$ cat config.mk
export PLATFORM = sky130hd
export DESIGN_NAME = mem_access_stage_flat
export DESIGN_NICKNAME = d
export VERILOG_FILES = /design/src/rtl/mem_access_stage_pkg.sv /design/src/rtl/mem_access_stage_if.sv /design/src/rtl/mem_access_stage_load_extend.sv /design/src/rtl/mem_access_stage.sv /design/src/flat_wrapper.sv
export SDC_FILE = /design/constraint.sdc
export NUM_CORES = 1
export LEC_CHECK = 0
export CAP_MARGIN = 10
export CORE_ASPECT_RATIO = 1.25
export CORE_MARGIN = 4
export CORE_UTILIZATION = 40
export CTS_BUF_LIST = sky130_fd_sc_hd__clkbuf_16
export DETAILED_ROUTE_END_ITERATION = 8
export PLACE_DENSITY = 0.74
export REMOVE_ABC_BUFFERS = 1
export SYNTH_ARGS = -nofsm -noshare
export SYNTH_HDL_FRONTEND = slang
export SYNTH_SLANG_ARGS = --single-unit
export TNS_END_PERCENT = 10
$ cat constraint.sdc
create_clock -name clk -period 4.37 [get_ports clk]
set_input_delay 1.311 -clock clk [delete_from_list [all_inputs] [get_ports clk]]
set_output_delay 1.311 -clock clk [all_outputs]
set_load 0.005 [all_outputs]
$ cat src/rtl/mem_access_stage_pkg.sv
// Shared definitions for the MEM pipeline stage.
//   - funct3 encodings for load/store access size and sign
//   - stage state enum
//   - access_fault(): classifies an EX/MEM memory op as illegal or misaligned
package mem_pkg;

    localparam logic [2:0] F3_B  = 3'b000;
    localparam logic [2:0] F3_H  = 3'b001;
    localparam logic [2:0] F3_W  = 3'b010;
    localparam logic [2:0] F3_BU = 3'b100;
    localparam logic [2:0] F3_HU = 3'b101;

    typedef enum logic {
        IDLE = 1'b0,
        WAIT = 1'b1
    } state_t;

    // True when the op must not reach memory: conflicting controls, an
    // unsupported funct3 for the direction, or a half/word that is not
    // naturally aligned. funct3[1:0] encodes the size for every legal code.
    function automatic logic access_fault(input logic       is_load,
                                          input logic       is_store,
                                          input logic [2:0] funct3,
                                          input logic [1:0] offset);
        logic bad_code;
        logic misaligned;
        if (is_load) begin
            bad_code = !(funct3 inside {F3_B, F3_H, F3_W, F3_BU, F3_HU});
        end else begin
            bad_code = (funct3 > F3_W);
        end
        misaligned = ((funct3[1:0] == 2'b01) && offset[0]) ||
                     ((funct3[1:0] == 2'b10) && (offset != 2'b00));
        return (is_load && is_store) || bad_code || misaligned;
    endfunction

endpackage

$ cat src/rtl/mem_access_stage_if.sv
// Data-memory request/acknowledge bus.
//   master (MEM stage): mem_req, mem_we, mem_addr, mem_wstrb, mem_wdata out;
//                       mem_ack, mem_rdata in
//   slave  (memory)   : the reverse
// mem_req is held until the cycle mem_ack is high; mem_rdata is valid with mem_ack.
interface mem_access_stage_if;
    logic        mem_req;
    logic        mem_we;
    logic [31:0] mem_addr;
    logic [3:0]  mem_wstrb;
    logic [31:0] mem_wdata;
    logic        mem_ack;
    logic [31:0] mem_rdata;

    modport master (
        output mem_req, mem_we, mem_addr, mem_wstrb, mem_wdata,
        input  mem_ack, mem_rdata
    );

    modport slave (
        input  mem_req, mem_we, mem_addr, mem_wstrb, mem_wdata,
        output mem_ack, mem_rdata
    );
endinterface

$ cat src/rtl/mem_access_stage_load_extend.sv
// Load lane selection and extension (combinational).
//   rdata    : 32-bit word returned by memory
//   offset   : byte offset of the access within the word
//   funct3   : access size/sign
//   ext_data : value to write back
module load_extend
    import mem_pkg::*;
(
    input  logic [31:0] rdata,
    input  logic [1:0]  offset,
    input  logic [2:0]  funct3,
    output logic [31:0] ext_data
);

    logic [31:0] byte_shift;
    logic [31:0] half_shift;

    // Bring the addressed lane down to bit 0.
    assign byte_shift = rdata >> {offset, 3'b000};
    assign half_shift = rdata >> {offset[1], 4'b0000};

    always_comb begin
        case (funct3)
            F3_B:    ext_data = {{24{byte_shift[7]}}, byte_shift[7:0]};
            F3_H:    ext_data = {{16{half_shift[15]}}, half_shift[15:0]};
            F3_BU:   ext_data = {24'h000000, byte_shift[7:0]};
            F3_HU:   ext_data = {16'h0000, half_shift[15:0]};
            default: ext_data = rdata;
        endcase
    end

endmodule

$ cat src/rtl/mem_access_stage.sv
// MEM stage of the five-stage RISC-V pipeline.
// Issues loads/stores to a variable-latency memory over a req/ack bus,
// steers store lanes, extends load lanes, flags illegal/misaligned accesses
// and registers the MEM/WB outputs.
//   clk, rst          : clock, asynchronous active-low reset
//   ex_*              : EX/MEM latch contents (held by stall while busy)
//   stall             : combinational freeze request for upstream stages
//   mem               : memory bus (master side)
//   wb_*              : registered MEM/WB outputs
//   mem_fault         : one-cycle pulse when a faulting access retires
module mem_access_stage
    import mem_pkg::*;
(
    input  logic        clk,
    input  logic        rst,
    input  logic        ex_valid,
    input  logic        ex_memRead,
    input  logic        ex_memWrite,
    input  logic        ex_regWrite,
    input  logic        ex_memtoReg,
    input  logic [2:0]  ex_funct3,
    input  logic [31:0] ex_aluOut,
    input  logic [31:0] ex_storeData,
    input  logic [4:0]  ex_rd,
    output logic        stall,
    mem_access_stage_if.master mem,
    output logic        wb_valid,
    output logic        wb_regWrite,
    output logic [4:0]  wb_rd,
    output logic [31:0] wb_data,
    output logic        mem_fault
);

    state_t      state_reg;
    logic        mem_req_reg;
    logic        mem_we_reg;
    logic [31:0] mem_addr_reg;
    logic [3:0]  mem_wstrb_reg;
    logic [31:0] mem_wdata_reg;
    logic [4:0]  rd_reg;
    logic [2:0]  funct3_reg;
    logic [1:0]  off_reg;
    logic        wb_valid_reg;
    logic        wb_regwrite_reg;
    logic [4:0]  wb_rd_reg;
    logic [31:0] wb_data_reg;
    logic        mem_fault_reg;

    logic [1:0]  ex_off;
    logic        ex_is_mem;
    logic        ex_bad;
    logic        ex_accept;
    logic [3:0]  wstrb_next;
    logic [31:0] wdata_next;
    logic [31:0] load_data;

    // Loads always write back the memory value, so memtoReg carries no extra
    // information in this stage.
    logic unused_memtoreg;
    assign unused_memtoreg = ex_memtoReg;

    assign ex_off    = ex_aluOut[1:0];
    assign ex_is_mem = ex_memRead || ex_memWrite;
    assign ex_bad    = ex_valid && ex_is_mem &&
                       access_fault(ex_memRead, ex_memWrite, ex_funct3, ex_off);
    assign ex_accept = ex_valid && ex_is_mem && !ex_bad;

    // Upstream advances on the ack edge, so the op is consumed exactly once.
    always_comb begin
        if (state_reg == IDLE) begin
            stall = ex_accept;
        end else begin
            stall = !mem.mem_ack;
        end
    end

    // Store lane steering; loads leave every strobe low.
    always_comb begin
        wstrb_next = 4'b0000;
        wdata_next = 32'h0000_0000;
        if (ex_memWrite) begin
            case (ex_funct3[1:0])
                2'b00: begin
                    wstrb_next = 4'b0001 << ex_off;
                    wdata_next = {4{ex_storeData[7:0]}};
                end
                2'b01: begin
                    wstrb_next = 4'b0011 << ex_off;
                    wdata_next = {2{ex_storeData[15:0]}};
                end
                default: begin
                    wstrb_next = 4'b1111;
                    wdata_next = ex_storeData;
                end
            endcase
        end
    end

    load_extend u_load_extend (
        .rdata    (mem.mem_rdata),
        .offset   (off_reg),
        .funct3   (funct3_reg),
        .ext_data (load_data)
    );

    always_ff @(posedge clk or negedge rst) begin
        if (!rst) begin
            state_reg       <= IDLE;
            mem_req_reg     <= 1'b0;
            mem_we_reg      <= 1'b0;
            mem_addr_reg    <= 32'h0000_0000;
            mem_wstrb_reg   <= 4'b0000;
            mem_wdata_reg   <= 32'h0000_0000;
            rd_reg          <= 5'd0;
            funct3_reg      <= 3'b000;
            off_reg         <= 2'b00;
            wb_valid_reg    <= 1'b0;
            wb_regwrite_reg <= 1'b0;
            wb_rd_reg       <= 5'd0;
            wb_data_reg     <= 32'h0000_0000;
            mem_fault_reg   <= 1'b0;
        end else begin
            mem_fault_reg <= 1'b0;
            case (state_reg)
                IDLE: begin
                    if (!ex_valid) begin
                        wb_valid_reg    <= 1'b0;
                        wb_regwrite_reg <= 1'b0;
                    end else if (ex_bad) begin
                        // Faulting op retires immediately without a write.
                        wb_valid_reg    <= 1'b1;
                        wb_regwrite_reg <= 1'b0;
                        wb_rd_reg       <= ex_rd;
                        mem_fault_reg   <= 1'b1;
                    end else if (ex_accept) begin
                        wb_valid_reg    <= 1'b0;
                        wb_regwrite_reg <= 1'b0;
                        mem_req_reg     <= 1'b1;
                        mem_we_reg      <= ex_memWrite;
                        mem_addr_reg    <= {ex_aluOut[31:2], 2'b00};
                        mem_wstrb_reg   <= wstrb_next;
                        mem_wdata_reg   <= wdata_next;
                        rd_reg          <= ex_rd;
                        funct3_reg      <= ex_funct3;
                        off_reg         <= ex_off;
                        state_reg       <= WAIT;
                    end else begin
                        wb_valid_reg    <= 1'b1;
                        wb_regwrite_reg <= ex_regWrite;
                        wb_rd_reg       <= ex_rd;
                        wb_data_reg     <= ex_aluOut;
                    end
                end
                WAIT: begin
                    if (mem.mem_ack) begin
                        mem_req_reg  <= 1'b0;
                        state_reg    <= IDLE;
                        wb_valid_reg <= 1'b1;
                        wb_rd_reg    <= rd_reg;
                        if (mem_we_reg) begin
                            wb_regwrite_reg <= 1'b0;
                        end else begin
                            wb_regwrite_reg <= 1'b1;
                            wb_data_reg     <= load_data;
                        end
                    end else begin
                        wb_valid_reg    <= 1'b0;
                        wb_regwrite_reg <= 1'b0;
                    end
                end
                default: state_reg <= IDLE;
            endcase
        end
    end

    assign mem.mem_req   = mem_req_reg;
    assign mem.mem_we    = mem_we_reg;
    assign mem.mem_addr  = mem_addr_reg;
    assign mem.mem_wstrb = mem_wstrb_reg;
    assign mem.mem_wdata = mem_wdata_reg;
    assign wb_valid      = wb_valid_reg;
    assign wb_regWrite   = wb_regwrite_reg;
    assign wb_rd         = wb_rd_reg;
    assign wb_data       = wb_data_reg;
    assign mem_fault     = mem_fault_reg;

endmodule

$ cat src/flat_wrapper.sv
// flat-port wrapper written by rule: the top's interface ports become plain ports
module mem_access_stage_flat import mem_pkg::*;
  (clk, rst, ex_valid, ex_memRead, ex_memWrite, ex_regWrite, ex_memtoReg, ex_funct3, ex_aluOut, ex_storeData, ex_rd, stall, wb_valid, wb_regWrite, wb_rd, wb_data, mem_fault, mem_mem_req, mem_mem_we, mem_mem_addr, mem_mem_wstrb, mem_mem_wdata, mem_mem_ack, mem_mem_rdata);
  mem_access_stage_if mem_i ();
  input  logic clk;
  input  logic rst;
  input  logic ex_valid;
  input  logic ex_memRead;
  input  logic ex_memWrite;
  input  logic ex_regWrite;
  input  logic ex_memtoReg;
  input  logic [2:0] ex_funct3;
  input  logic [31:0] ex_aluOut;
  input  logic [31:0] ex_storeData;
  input  logic [4:0] ex_rd;
  output logic stall;
  output logic wb_valid;
  output logic wb_regWrite;
  output logic [4:0] wb_rd;
  output logic [31:0] wb_data;
  output logic mem_fault;
  output wire logic [$bits(mem_i.mem_req)-1:0] mem_mem_req;
  output wire logic [$bits(mem_i.mem_we)-1:0] mem_mem_we;
  output wire logic [$bits(mem_i.mem_addr)-1:0] mem_mem_addr;
  output wire logic [$bits(mem_i.mem_wstrb)-1:0] mem_mem_wstrb;
  output wire logic [$bits(mem_i.mem_wdata)-1:0] mem_mem_wdata;
  input wire logic [$bits(mem_i.mem_ack)-1:0] mem_mem_ack;
  input wire logic [$bits(mem_i.mem_rdata)-1:0] mem_mem_rdata;
  assign mem_mem_req = mem_i.mem_req;
  assign mem_mem_we = mem_i.mem_we;
  assign mem_mem_addr = mem_i.mem_addr;
  assign mem_mem_wstrb = mem_i.mem_wstrb;
  assign mem_mem_wdata = mem_i.mem_wdata;
  assign mem_i.mem_ack = mem_mem_ack;
  assign mem_i.mem_rdata = mem_mem_rdata;
  mem_access_stage u_core (.clk(clk), .rst(rst), .ex_valid(ex_valid), .ex_memRead(ex_memRead), .ex_memWrite(ex_memWrite), .ex_regWrite(ex_regWrite), .ex_memtoReg(ex_memtoReg), .ex_funct3(ex_funct3), .ex_aluOut(ex_aluOut), .ex_storeData(ex_storeData), .ex_rd(ex_rd), .stall(stall), .mem(mem_i), .wb_valid(wb_valid), .wb_regWrite(wb_regWrite), .wb_rd(wb_rd), .wb_data(wb_data), .mem_fault(mem_fault));
endmodule
==> impl_metrics.yaml <==
yosys:
  synth_simple_gate_area_share_pct: 11.24
  synth_compound_area_share_pct: 11.79
  muxShareOfSynthArea_pct: 21.79
  synthCells: 550
  synthArstFlopShare_pct: 100.0
  synthFlopType: "dfrtp_1"
  postSynthAreaPerCell_um2: 10.82
  ys_warn_count: 0
  synth.distinct_cells: 40
  synth_xor_area_share_pct: 0
  syn_area_um2: 5953
  synth_seq_area_share_pct: 50.02
  synth_edf_count: 0
  synth_top_family_by_area: "multiplexers"
  synth_fa_ha_area_share_pct: 0
  ys_ff_latch: 119
final_layout:
  layout_commonest_cell: "clkdlybuf4s50_1"
  area_delta_synth_final_pct: 49.50
  fillers: 1196
  diodes: 0
  ff_latch_area_um2: 2978
  fin_nets: 878
  final_cell_mix: "clkdlybuf4s50_1, dfrtp_1, mux2_2"
  multi_input_comb_area_um2: 2711
  drive_gt1_share_pct: 16.05
global_route:
  grt.total_usage_pct: 22.17
  grt_pass1_wl_um: 28880
  grt_max_degree: 83
  antenna_found_initial: 1
  first_global_vias: 5435
  grt-ovfl-total: 0
power:
  p_total_mw: 4.502
  p_leak_nw: 3.940
  p_sw_share_pct: 29.70
  p_seq_share_pct: 37.0
  p_sw_mw: 1.337
  combPwrFrac_pct: 33.0
  internal_power_mw: 3.165
  power.density_nw_per_um2: 505.9
  clockPowerShare_pct: 30.0
  ir_worst_vdd_v: 0.0002497
hold_path:
  hold_class: "reg -> reg"
  hold_start: "u_core.wb_data[11]"
clock_network:
  cts-htree-levels: 4
  clockBufferDepth: 2
  numCtsBuffers: 17
  cts_sinks: 119
  clkLatencyLatePin_ps: 410
  path_clk_slew_ps: 50
  cts-root-buf: "clkbuf_16"
  cts_tree: "done"
floorplanning:
  fp.dieH_um: 144.4
  die_area_um2: 16910
  fp-row-count: 49
  dieWidth_um: 117.1
  core_um2: 14470
  ios: 223
  start_util_pct: 41.14
timing:
  whs_ps: 497.3
  hold_viol: 0
  min_period_ps: 3949
  fmax_mhz: 253.2
  max_slew_margin_pct: 41.88
  setup_viol: 0
  slew_violations: 0
  finClkSkew_ps: 7.857
  rsz0062_at_grt: "no"
  period_share_pct: 90.37
  worstMarginPinSlew_ps: 869.9
routing:
  wl_um: 18440
  viasPerCell: 5.304
  num_vias: 5076
  drtIter0Drc: 269
  routedWlPerCell_um: 19.26
  drt.antenna.violating_nets: 0
  drt_pass1_iterations: 4
  drc: 0
critical_path:
  cp-start-kind: "input port"
  r2r_start: "u_core.state_reg"
  worst-path-max-fanout: 4
  endpoint_kind: "output pin"
  crit_start: "ex_funct3[1]"
  crit_arrival_ps: 2640
  crit_type: "in -> out"
  required_ps: 3060
outcome:
  status: "finished, final reports clean"
placed_design:
  gp_congestion: 0.7856
  dp_hpwl_um: 13410
  io_buffer_count: 219
run:
  max-cap-violations: 0
-- synth_stat cells (8+ instances only) --
cell type / instances / area (um^2)
nor2_1: 32 / 120.1
inv_1: 24 / 90.09
mux2i_1: 46 / 460.4
nor2b_1: 19 / 118.9
mux2_2: 58 / 653.1
a21boi_0: 9 / 67.56
mux2_4: 10 / 150.1
dfrtp_1: 119 / 2978
nor3_1: 17 / 85.08
nand3_1: 14 / 70.07
clkbuf_1: 23 / 86.33
o21ai_0: 24 / 120.1
a21oi_1: 24 / 120.1
nand2_1: 55 / 206.5
buf_2: 8 / 40.04
a211oi_1: 17 / 127.6
-- per-layer routing --
layer	share of wire (%)	global-route usage, %	vias to the layer above
li1	-	-	2380
met1	40	26.98	2467
met2	50	37.43	201
met3	8.4	7.535	26
met4	1.5	6.099	2
met5	0.071	0	-
-- worst paths after layout --
path | to | slack [ps] | cells after the start
worst max-delay path | stall | 420 | 6
worst min-delay path | u_core.wb_data[11] | 500 | 2
worst max register to register | u_core.mem.mem_addr[9] | 1960 | 6
worst min register to register | u_core.wb_data[11] | 500 | 2
max in group asynchronous | u_core.mem.mem_addr[15] | 2660 | 2
min in group asynchronous | u_core.mem.mem_wdata[25] | 870 | 1
-- through the flow --
stage / worst slack (ps) / std cells / cell area, um^2 / setup TNS (ps) / util, %
final: 420.9 / 957 / 8900 / 0 / 61.51
after global routing: 364.4 / 957 / 8900 / 0 / 61.51
after CTS: 17.91 / 957 / 8897 / 0 / 61.49
after detailed placement: -46.04 / 925 / 8315 / -46.04 / 57.47
after global placement: -33.68 / 925 / 8315 / -33.68 / 57.47
after floorplan: -469.4 / 511 / 5744 / -469.4 / -
-- critical path, stage by stage --
cell	delay (ps)
clkdlybuf4s50_1	510
and3b_1	210
a221oi_4	250
nand3_4	90
o21ai_0	90
dlymetal6s2s_1	170
-- area by class of cell --
class / count / share of cell area (%)
Sequential cell: 119 / 33.46
Multi-Input combinational cell: 368 / 30.47
Timing Repair Buffer: 236 / 26.18
Clock buffer: 17 / 4.780
Tap cell: 178 / 2.502
Clock inverter: 15 / 1.603
Inverter: 24 / 1.012
-- what timing repair did --
item                       in CTS  in global routing
hold buffers                    0                  0
setup endpoints to repair       1                  1
gates resized for setup         4                  1
setup buffers                   0                  0
-- power by group through the flow --
stage,Combinational [mW],Sequential [mW],Clock [mW]
finish,1.49,1.67,1.35
global placement,1.47,1.66,0
detailed placement,1.50,1.68,0
CTS,1.51,1.67,1.38
global route,1.61,1.72,1.43
floorplan,0.524,1.67,0
-- logic make-up (layout without fill, tap and decap cells) --
kind of cell / count (synthesis) / after routing
compound gates: 104 / 104
buf+inv: 64 / 292
mux: 116 / 116
flops: 119 / 119
simple gates: 146 / 146
other cells: 1 / 2
Power figures use the tool's default switching activity.
